[src/rtl/fft_bfly_r2_pipe.sv]
// Pipelined radix-2 DIT butterfly: y0 = a + w*b, y1 = a - w*b in signed Q(INT_W.FRAC_W),
// three register stages with valid/ready flow control, optional /2 scaling and saturation.
module fft_bfly_r2_pipe #(
  parameter int INT_W  = 8,
  parameter int FRAC_W = 8,
  parameter int SAT_EN = 1
) (
  input  logic                      clk,
  input  logic                      rst,
  input  logic                      in_valid,
  output logic                      in_ready,
  input  logic                      in_scale,
  input  logic [INT_W+FRAC_W-1:0]   a_re,
  input  logic [INT_W+FRAC_W-1:0]   a_im,
  input  logic [INT_W+FRAC_W-1:0]   b_re,
  input  logic [INT_W+FRAC_W-1:0]   b_im,
  input  logic [INT_W+FRAC_W-1:0]   w_re,
  input  logic [INT_W+FRAC_W-1:0]   w_im,
  output logic                      out_valid,
  input  logic                      out_ready,
  output logic [INT_W+FRAC_W-1:0]   y0_re,
  output logic [INT_W+FRAC_W-1:0]   y0_im,
  output logic [INT_W+FRAC_W-1:0]   y1_re,
  output logic [INT_W+FRAC_W-1:0]   y1_im,
  output logic                      ovf,
  output logic                      ovf_sticky,
  input  logic                      sticky_clr
);

  localparam int W  = INT_W + FRAC_W;
  localparam int PW = 2 * W;
  localparam int SW = W + 3;
  localparam logic signed [PW:0] RND = (PW+1)'((2 ** FRAC_W) / 2);

  // stage 1: operand a, scale flag and the four partial products
  logic                 v1_q, v1_d, sc1_q, sc1_d;
  logic signed [W-1:0]  ar1_q, ar1_d, ai1_q, ai1_d;
  logic signed [PW-1:0] prr_q, prr_d, pii_q, pii_d, pri_q, pri_d, pir_q, pir_d;

  // stage 2: unscaled sums/differences
  logic                 v2_q, v2_d, sc2_q, sc2_d;
  logic signed [SW-1:0] s0r_q, s0r_d, s0i_q, s0i_d, s1r_q, s1r_d, s1i_q, s1i_d;

  // stage 3: output register
  logic                 out_valid_q, out_valid_d;
  logic [W-1:0]         y0r_q, y0r_d, y0i_q, y0i_d, y1r_q, y1r_d, y1i_q, y1i_d;
  logic                 ovf_q, ovf_d, sticky_q, sticky_d;

  logic                 ld1, ld2, ld3;
  logic signed [PW:0]   pr_full, pi_full;
  logic signed [SW-1:0] pr_t, pi_t;
  logic [W:0]           l0r, l0i, l1r, l1i;

  // {ovf, y}: optional round-half-up halving, then clip or wrap to W bits
  function automatic logic [W:0] finish_lane(input logic signed [SW-1:0] s,
                                             input logic scale);
    logic signed [SW:0] t;
    logic               fits;
    logic [W-1:0]       y;
    t = (SW+1)'(s);
    if (scale) t = (t + (SW+1)'(1)) >>> 1;
    fits = (t[SW:W-1] == '0) || (t[SW:W-1] == '1);
    if (fits || SAT_EN == 0) y = t[W-1:0];
    else if (t[SW])          y = {1'b1, {(W-1){1'b0}}};
    else                     y = {1'b0, {(W-1){1'b1}}};
    return {!fits, y};
  endfunction

  // each stage may advance into a slot that is empty or being vacated this cycle
  always_comb begin
    ld3 = !out_valid_q || out_ready;
    ld2 = !v2_q || ld3;
    ld1 = !v1_q || ld2;
  end

  always_comb begin
    v1_d  = v1_q;
    sc1_d = sc1_q;
    ar1_d = ar1_q;
    ai1_d = ai1_q;
    prr_d = prr_q;
    pii_d = pii_q;
    pri_d = pri_q;
    pir_d = pir_q;
    if (ld1) begin
      v1_d = in_valid;
      if (in_valid) begin
        sc1_d = in_scale;
        ar1_d = a_re;
        ai1_d = a_im;
        prr_d = PW'($signed(b_re)) * PW'($signed(w_re));
        pii_d = PW'($signed(b_im)) * PW'($signed(w_im));
        pri_d = PW'($signed(b_re)) * PW'($signed(w_im));
        pir_d = PW'($signed(b_im)) * PW'($signed(w_re));
      end
    end
  end

  always_comb begin
    pr_full = (PW+1)'(prr_q) - (PW+1)'(pii_q);
    pi_full = (PW+1)'(pri_q) + (PW+1)'(pir_q);
    pr_t    = SW'((pr_full + RND) >>> FRAC_W);
    pi_t    = SW'((pi_full + RND) >>> FRAC_W);
    v2_d    = v2_q;
    sc2_d   = sc2_q;
    s0r_d   = s0r_q;
    s0i_d   = s0i_q;
    s1r_d   = s1r_q;
    s1i_d   = s1i_q;
    if (ld2) begin
      v2_d = v1_q;
      if (v1_q) begin
        sc2_d = sc1_q;
        s0r_d = SW'(ar1_q) + pr_t;
        s0i_d = SW'(ai1_q) + pi_t;
        s1r_d = SW'(ar1_q) - pr_t;
        s1i_d = SW'(ai1_q) - pi_t;
      end
    end
  end

  always_comb begin
    l0r         = finish_lane(s0r_q, sc2_q);
    l0i         = finish_lane(s0i_q, sc2_q);
    l1r         = finish_lane(s1r_q, sc2_q);
    l1i         = finish_lane(s1i_q, sc2_q);
    out_valid_d = out_valid_q;
    y0r_d       = y0r_q;
    y0i_d       = y0i_q;
    y1r_d       = y1r_q;
    y1i_d       = y1i_q;
    ovf_d       = ovf_q;
    if (ld3) begin
      out_valid_d = v2_q;
      ovf_d       = 1'b0;
      if (v2_q) begin
        y0r_d = l0r[W-1:0];
        y0i_d = l0i[W-1:0];
        y1r_d = l1r[W-1:0];
        y1i_d = l1i[W-1:0];
        ovf_d = l0r[W] | l0i[W] | l1r[W] | l1i[W];
      end
    end
    // a set from a transferring overflow beat beats a simultaneous clear
    sticky_d = (sticky_q && !sticky_clr) || (out_valid_q && out_ready && ovf_q);
  end

  always_ff @(posedge clk) begin
    if (rst) begin
      v1_q        <= 1'b0;
      sc1_q       <= 1'b0;
      ar1_q       <= '0;
      ai1_q       <= '0;
      prr_q       <= '0;
      pii_q       <= '0;
      pri_q       <= '0;
      pir_q       <= '0;
      v2_q        <= 1'b0;
      sc2_q       <= 1'b0;
      s0r_q       <= '0;
      s0i_q       <= '0;
      s1r_q       <= '0;
      s1i_q       <= '0;
      out_valid_q <= 1'b0;
      y0r_q       <= '0;
      y0i_q       <= '0;
      y1r_q       <= '0;
      y1i_q       <= '0;
      ovf_q       <= 1'b0;
      sticky_q    <= 1'b0;
    end else begin
      v1_q        <= v1_d;
      sc1_q       <= sc1_d;
      ar1_q       <= ar1_d;
      ai1_q       <= ai1_d;
      prr_q       <= prr_d;
      pii_q       <= pii_d;
      pri_q       <= pri_d;
      pir_q       <= pir_d;
      v2_q        <= v2_d;
      sc2_q       <= sc2_d;
      s0r_q       <= s0r_d;
      s0i_q       <= s0i_d;
      s1r_q       <= s1r_d;
      s1i_q       <= s1i_d;
      out_valid_q <= out_valid_d;
      y0r_q       <= y0r_d;
      y0i_q       <= y0i_d;
      y1r_q       <= y1r_d;
      y1i_q       <= y1i_d;
      ovf_q       <= ovf_d;
      sticky_q    <= sticky_d;
    end
  end

  assign in_ready   = ld1;
  assign out_valid  = out_valid_q;
  assign y0_re      = y0r_q;
  assign y0_im      = y0i_q;
  assign y1_re      = y1r_q;
  assign y1_im      = y1i_q;
  assign ovf        = ovf_q;
  assign ovf_sticky = sticky_q;

endmodule

[config.mk]
export PLATFORM = sky130hd
export DESIGN_NAME = fft_bfly_r2_pipe
export DESIGN_NICKNAME = d
export VERILOG_FILES = /design/src/rtl/fft_bfly_r2_pipe.sv
export SDC_FILE = /design/constraint.sdc
export NUM_CORES = 2
export LEC_CHECK = 0
export CORE_ASPECT_RATIO = 1.75
export CORE_UTILIZATION = 35
export DETAILED_ROUTE_END_ITERATION = 6
export HOLD_SLACK_MARGIN = 0.12
export PLACE_DENSITY = 0.58
export SYNTH_ARGS = -nofsm -noshare
export SYNTH_HDL_FRONTEND = slang
export SYNTH_SLANG_ARGS = --single-unit
[constraint.sdc]
create_clock -name clk -period 7.1 [get_ports clk]
set_input_delay 1.775 -clock clk [delete_from_list [all_inputs] [get_ports clk]]
set_output_delay 1.775 -clock clk [all_outputs]
set_load 0.005 [all_outputs]
### Yosys cells after proc, flatten, opt, wreduce, memory -nomap -nowiden

Index checks and enable logic that the tools add are counted.

| word-level totals | value |
|---|---|
| flip-flop bits (word level) | 287 |
| word-level logic and storage cells | 83 |
| output and inout bits | 68 |
| input bits | 102 |

| operators by class | value |
|---|---|
| add/sub/neg operators | 12 |
| multiply operators | 4 |
| eq/ne operators | 4 |
| reduce and logical (&&, ||, !) cells | 26 |
| bitwise gates (word level) | 3 |
| muxes and demuxes | 13 |

Operators with widths:

| operator | count |
|---|---|
| $mux W16 | 8 |
| $mul A16 B16 Y27 | 4 |
| $add A19 B2 Y20 const B | 4 |
| $mux W20 | 4 |
| $add A27 B9 Y27 const B | 2 |
| $add A16 B19 Y19 | 2 |
| $sub A16 B19 Y19 | 2 |
| $add A27 B27 Y27 | 1 |
| $sub A27 B27 Y27 | 1 |
| $eq A5 B5 Y1 const B | 4 |
| $logic_not A5 Y1 | 4 |
| $logic_not A1 Y1 | 8 |
| $logic_or A1 B1 Y1 | 8 |
| $reduce_and A2 Y1 | 3 |
| $logic_and A1 B1 Y1 | 3 |
| $or A1 B1 Y1 | 3 |
| $mux W1 | 1 |

### Depth between registers and ports, before layout

| logic depth | value |
|---|---|
| depth in word-level cells | 9 |
| mapped depth | 25 |
| gate-level depth less buffers | 24 |

### Worst setup path after synthesis

OpenSTA, ideal clock, no wires.

| timing | value |
|---|---|
| kind | input to register |
| from | input b_re[12] |
| to | register pri_q[26] |
| setup time | 0.095 ns |
| stages | 22 |
| buffers on the path | 2 |
| path slack | -0.611 ns |
| data required time | 7.005 ns |
| arrival time | 7.615 ns |
| path through | clkbuf_1 > clkbuf_1 > nand2_1 > fa_1 > fa_1 > fa_1 > inv_1 > fa_1 > fa_1 > inv_1 > fa_1 > inv_1 > ha_1 > a211oi_1 > nand2_1 > a2111oi_0 > o21ai_0 > or4_1 > a31oi_1 > o21ai_0 > mux2i_1 > a221oi_1 |

| on the way | value |
|---|---|
| longest elaborated chain between the ends | 1 |

Ends and longest elaborated chain:

| what | RTL line | source |
|---|---|---|
| from (decl) | 15 | `input logic [INT_W+FRAC_W-1:0] b_re,` |
| $mul A16 B16 Y27 | 93 | `pri_d = PW'($signed(b_re)) * PW'($signed(w_im));` |
| to (signal assigned) | 178 | `pri_q <= pri_d;` |
| to (decl) | 38 | `logic signed [PW-1:0] prr_q, prr_d, pii_q, pii_d, pri_q, pri_d, pir_q, pir_d;` |

Every way passes these cells.
A chain may end at the register's enable or synchronous reset.

### Worst setup path after layout

| timing | value |
|---|---|
| from | input w_im[2] |
| to | register pii_q[25] |

| on the way | value |
|---|---|
| longest elaborated chain between the ends | 1 |

Ends and longest elaborated chain:

| what | RTL line | source |
|---|---|---|
| from (decl) | 18 | `input logic [INT_W+FRAC_W-1:0] w_im,` |
| $mul A16 B16 Y27 | 92 | `pii_d = PW'($signed(b_im)) * PW'($signed(w_im));` |
| to (signal assigned) | 177 | `pii_q <= pii_d;` |
| to (decl) | 38 |  |

Every way passes these cells.

==> summary.md <==
| Metric | Value |
|---|---|
| Status | `finished, violations left` |
| Failing checks | `setup timing` |
| Slew @ Worst Pin | `roughly 1.2 ns` |
| Wirelength per Cell | `19.67 microns` |
| Vias per cell | `4.976` |
| Syn nets | `7742` |
| Final core occ | `0.4391` |
| Row count | `between 150 and 200` |
| Origin of the critical flop-to-flop path | `pii_q[5]$_SDFFE_PP0P_` |
| Crit path max-delay cell type | `fa_1` |
| Max stage delay on crit path | `0.61 ns` |
| Critical path type | `primary input to register` |
| Pre-CTS setup slack | `-1.179 ns` |
| Final Hold Fails | `0` |
| Seq/Total Area, Yosys | `0.1090` |
| Setup violations, final | `3` |
| Area leader, netlist | `fa_1` |
| Post-route ant nets | `0` |
| Die Y | `slightly above 500 microns` |
| Routed WL | `roughly 180 mm` |
| Cells after Synth | `6280` |
| Synth top area share | `0.3365` |
| Final #Nets | `between 8k and 9k` |
| Maximum clock path buffer count | `3` |
| Period minus WS final | `7.131 ns` |
| Global-route wire length before repair | `roughly 270 mm` |
| Die area | `151200 sq um` |
| H-Tree Depth | `1` |
| Worst Hold Class | `register to register` |
| Setup_tns | `-0.06236 ns` |
| Clock Latency Late Sink | `0.62 ns` |
| Worst Hold Launch | `sc1_q$_SDFFE_PP0P_` |
| Hold Buf Count CTS | `0` |
| CORE AREA | `148300 sq um` |
| Crit-path cells | `buf_12 -> buf_12 -> buf_12 -> buf_8 -> nand2_4 -> fa_1 -> fa_1 -> fa_1 -> fa_1 -> inv_2 -> fa_1 -> fa_1 -> ha_4 -> a21o_1 -> a21o_1 -> nor4_2 -> o21ai_2 -> a2111oi_4 -> o31ai_2 -> o41ai_2 -> xnor2_1 -> nand2_1 -> a21oi_2` |
| Hold path endpoint | `sc2_q$_SDFFE_PP0P_` |
| Unrepaired setup endpoints after global routing | `yes` |
| GP Congestion | `0.9471` |
| Mapped Area | `52350 sq um` |
| Setup ws final | `-0.03105 ns` |
| EDFF count, synth | `0` |
| Antenna violations before repair | `7` |
| Area Growth Syn to Fin | `24.43%` |
| # IOs | `170` |
| Detailed placer's ending HPWL | `134.5 mm` |
| Fill count | `14.74k` |
| FF+latch area | `between 5000 and 6000 sq um` |
| Layout cells sized above 1 | `0.1674` |
| Critical path startpoint category | `primary input` |
| Reg2Reg Depth | `21` |
| Distinct cells, synth | `94` |
| Number of buffers and inverters on the critical path | `5` |
| Vias in the first global route | `46.55k` |
| Top cells by instance count after synthesis | `inv_1, fa_1, nand2_1` |
| Synth top area cells | `fa_1, ha_1, dfxtp_1` |
| Rel. slew slack | `0.2042` |
| Crit path max fanout | `3` |
| R2R Path End | `s0r_q[17]$_SDFFE_PP0P_` |
| Fmax | `roughly 140 MHz` |
| Largest net degree at the start of global routing | `99` |
| Largest delay contributor family on the critical path | `adder cells` |
| Number of port buffers | `169` |
| Critical path required time | `between 7 and 8 ns` |
| Max Slew Vio Count | `0` |
| Grt ovf | `0` |
| Post-synth top flop | `dfxtp_1` |
| CTS tree | `done` |
| Critical Path AT | `roughly 7.7 ns` |
| Clock root cell | `clkbuf_16` |
| Synth warn | `0` |
| Drt pass-1 iters | `5` |
| Worst Setup End Kind | `register` |
| Starting Density | `0.3529` |
| Syn_area_per_cell | `8.335 sq um` |
| Max cap viols | `0` |
| Top-count cell post-synth | `inv_1` |
| Cell area after layout | `65140 sq um` |
| Global Route Usage Sum | `0.2291` |
| Total CTS buffers | `31` |
| R2r setup slk | `1.75 ns` |
| CP most frequent cell | `fa_1` |
| Drt drc | `0` |
| Share of synthesized registers carrying an async set or reset | `0` |
| Worst hold stages | `2` |
| Vias after detailed routing | `44.37k` |
| Post-DP Area | `approximately 61000 sq um` |
| Final Skew | `0.02093 ns` |
| Area of the multi-input gates | `42060 sq um` |
| Horiz. Die Dim | `a little under 300 microns` |
| CTS sink cnt | `285` |
| Synthesized flop and latch total | `285` |
| Final Cycle Share | `1.004` |
| Drt initial violations | `roughly 2.5k` |
| Reg clk slew, reported paths | `~0.07 ns` |
[layout by cell type (no fill, tap or decap), types with 13 or more instances in the layout]
cell type,Yosys,layout
o21ai_0,151,137
fa_1,880,844
xor2_1,53,53
nand2_2,0,18
a21o_1,49,49
and2_4,0,36
inv_2,0,39
nor2_1,263,257
and3_1,17,14
nor3_1,71,69
nand4_1,15,15
buf_12,0,105
dfxtp_1,285,284
o211ai_1,13,13
clkbuf_2,3,25
xnor2_1,213,208
o31ai_1,20,17
buf_8,0,15
clkbuf_16,0,37
o21bai_1,34,33
clkdlybuf4s50_1,0,106
and2_1,472,436
ha_1,480,445
a31oi_1,30,24
nand2b_1,41,40
a21oi_2,2,24
fa_2,0,36
o21a_1,16,16
nor2b_1,22,19
buf_6,4,34
buf_4,2,582
ha_4,0,27
bufbuf_16,0,13
a21oi_1,420,395
a211oi_1,68,64
nand3_1,62,60
inv_1,1192,1153
or3_1,20,18
nand2_1,873,851
mux2i_1,18,18
[how the worst max path moves through the flow]
stage / from / end / depth (start not counted)
floorplan: b_re[13] / pri_q[26]$_SDFFE_PP0P_ / 23
global placement: w_im[2] / pii_q[26]$_SDFFE_PP0P_ / 24
detailed placement: w_im[2] / pii_q[26]$_SDFFE_PP0P_ / 24
CTS: w_re[5] / prr_q[25]$_SDFFE_PP0P_ / 22
global route: b_re[10] / pri_q[25]$_SDFFE_PP0P_ / 22
finish: w_im[2] / pii_q[25]$_SDFFE_PP0P_ / 23
[sequential cells by signal, indices dropped and copies added (netlist names)]
name        flops
pii_q          27
pir_q          27
pri_q          27
prr_q          27
s0i_q          19
s0r_q          19
s1i_q          18
s1r_q          18
ai1_q          16
ar1_q          16
y0_im          16
y0_re          16
y1_im          16
y1_re          16
out_valid       1
ovf             1
ovf_sticky      1
sc1_q           1
sc2_q           1
v1_q            1
v2_q            1
[worst register-to-register path, delay by kind of cell, from the launching register on]
family / cells / cell delay (ns)
xor gates and xnor gates: 1 / 0.17
DFF: 1 / 0.33
buffers and inverters: 1 / 0.05
and+or+nand+nor: 3 / 0.35
AOI/OAI and AO/OA: 12 / 3.13
muxes: 1 / 0.22
adders and majority gates: 3 / 0.96
[layout make-up]
class | count | area share
multi-input combinational | 4472 | 0.6457
timing repair buffer | 923 | 0.1436
sequential | 285 | 0.08765
inverter | 1193 | 0.06875
tap | 1984 | 0.03811
clock buffer | 40 | 0.01289
clock inverter | 16 | 0.003131
antenna | 4 | 0.0001537
[cell families (layout without fill, tap and decap cells)]
kind of cell    after synthesis  count (layout)  synth area share
flops                       285             285            0.1090
fa+ha+maj                  1360            1360            0.4513
buf+inv                    1523            2172            0.1106
simple gates               1918            1918            0.1744
compound gates              905             905            0.1053
other cells                   0               4                 0
xor+xnor                    267             267           0.04494
mux                          22              22          0.004565
[what timing repair did]
item / 4_1_cts / 5_1_grt
endpoints found under the setup margin: 35 / 33
resized for setup: 256 / 338
pin swaps: 101 / 213
setup buffers: 98 / 65
gates cloned: 26 / 6
[metal layers]
layer  vias to the layer above  GRT usage  wire length, microns
met1                     22010     0.2493                 64070
met4                         2     0.1515                 13760
met2                      1251     0.4212                 90290
li1                      20680          -                     -
met5                         -          0                     9
met3                       426    0.01781                  7256
[per-stage QoR]
step | instances | hold slack (ns)
6_report | 8917 | 0.4484
5_1_grt | 8916 | 0.4748
4_1_cts | 8853 | 0.4540
3_5_place_dp | 8674 | 0.4436
3_3_place_gp | 8674 | 0.4272
2_1_floorplan | 6280 | 0.4268
Power is left out: the tool's default activity adds up to more than one toggle a clock period on the data nets, which glitch-free logic cannot reach.
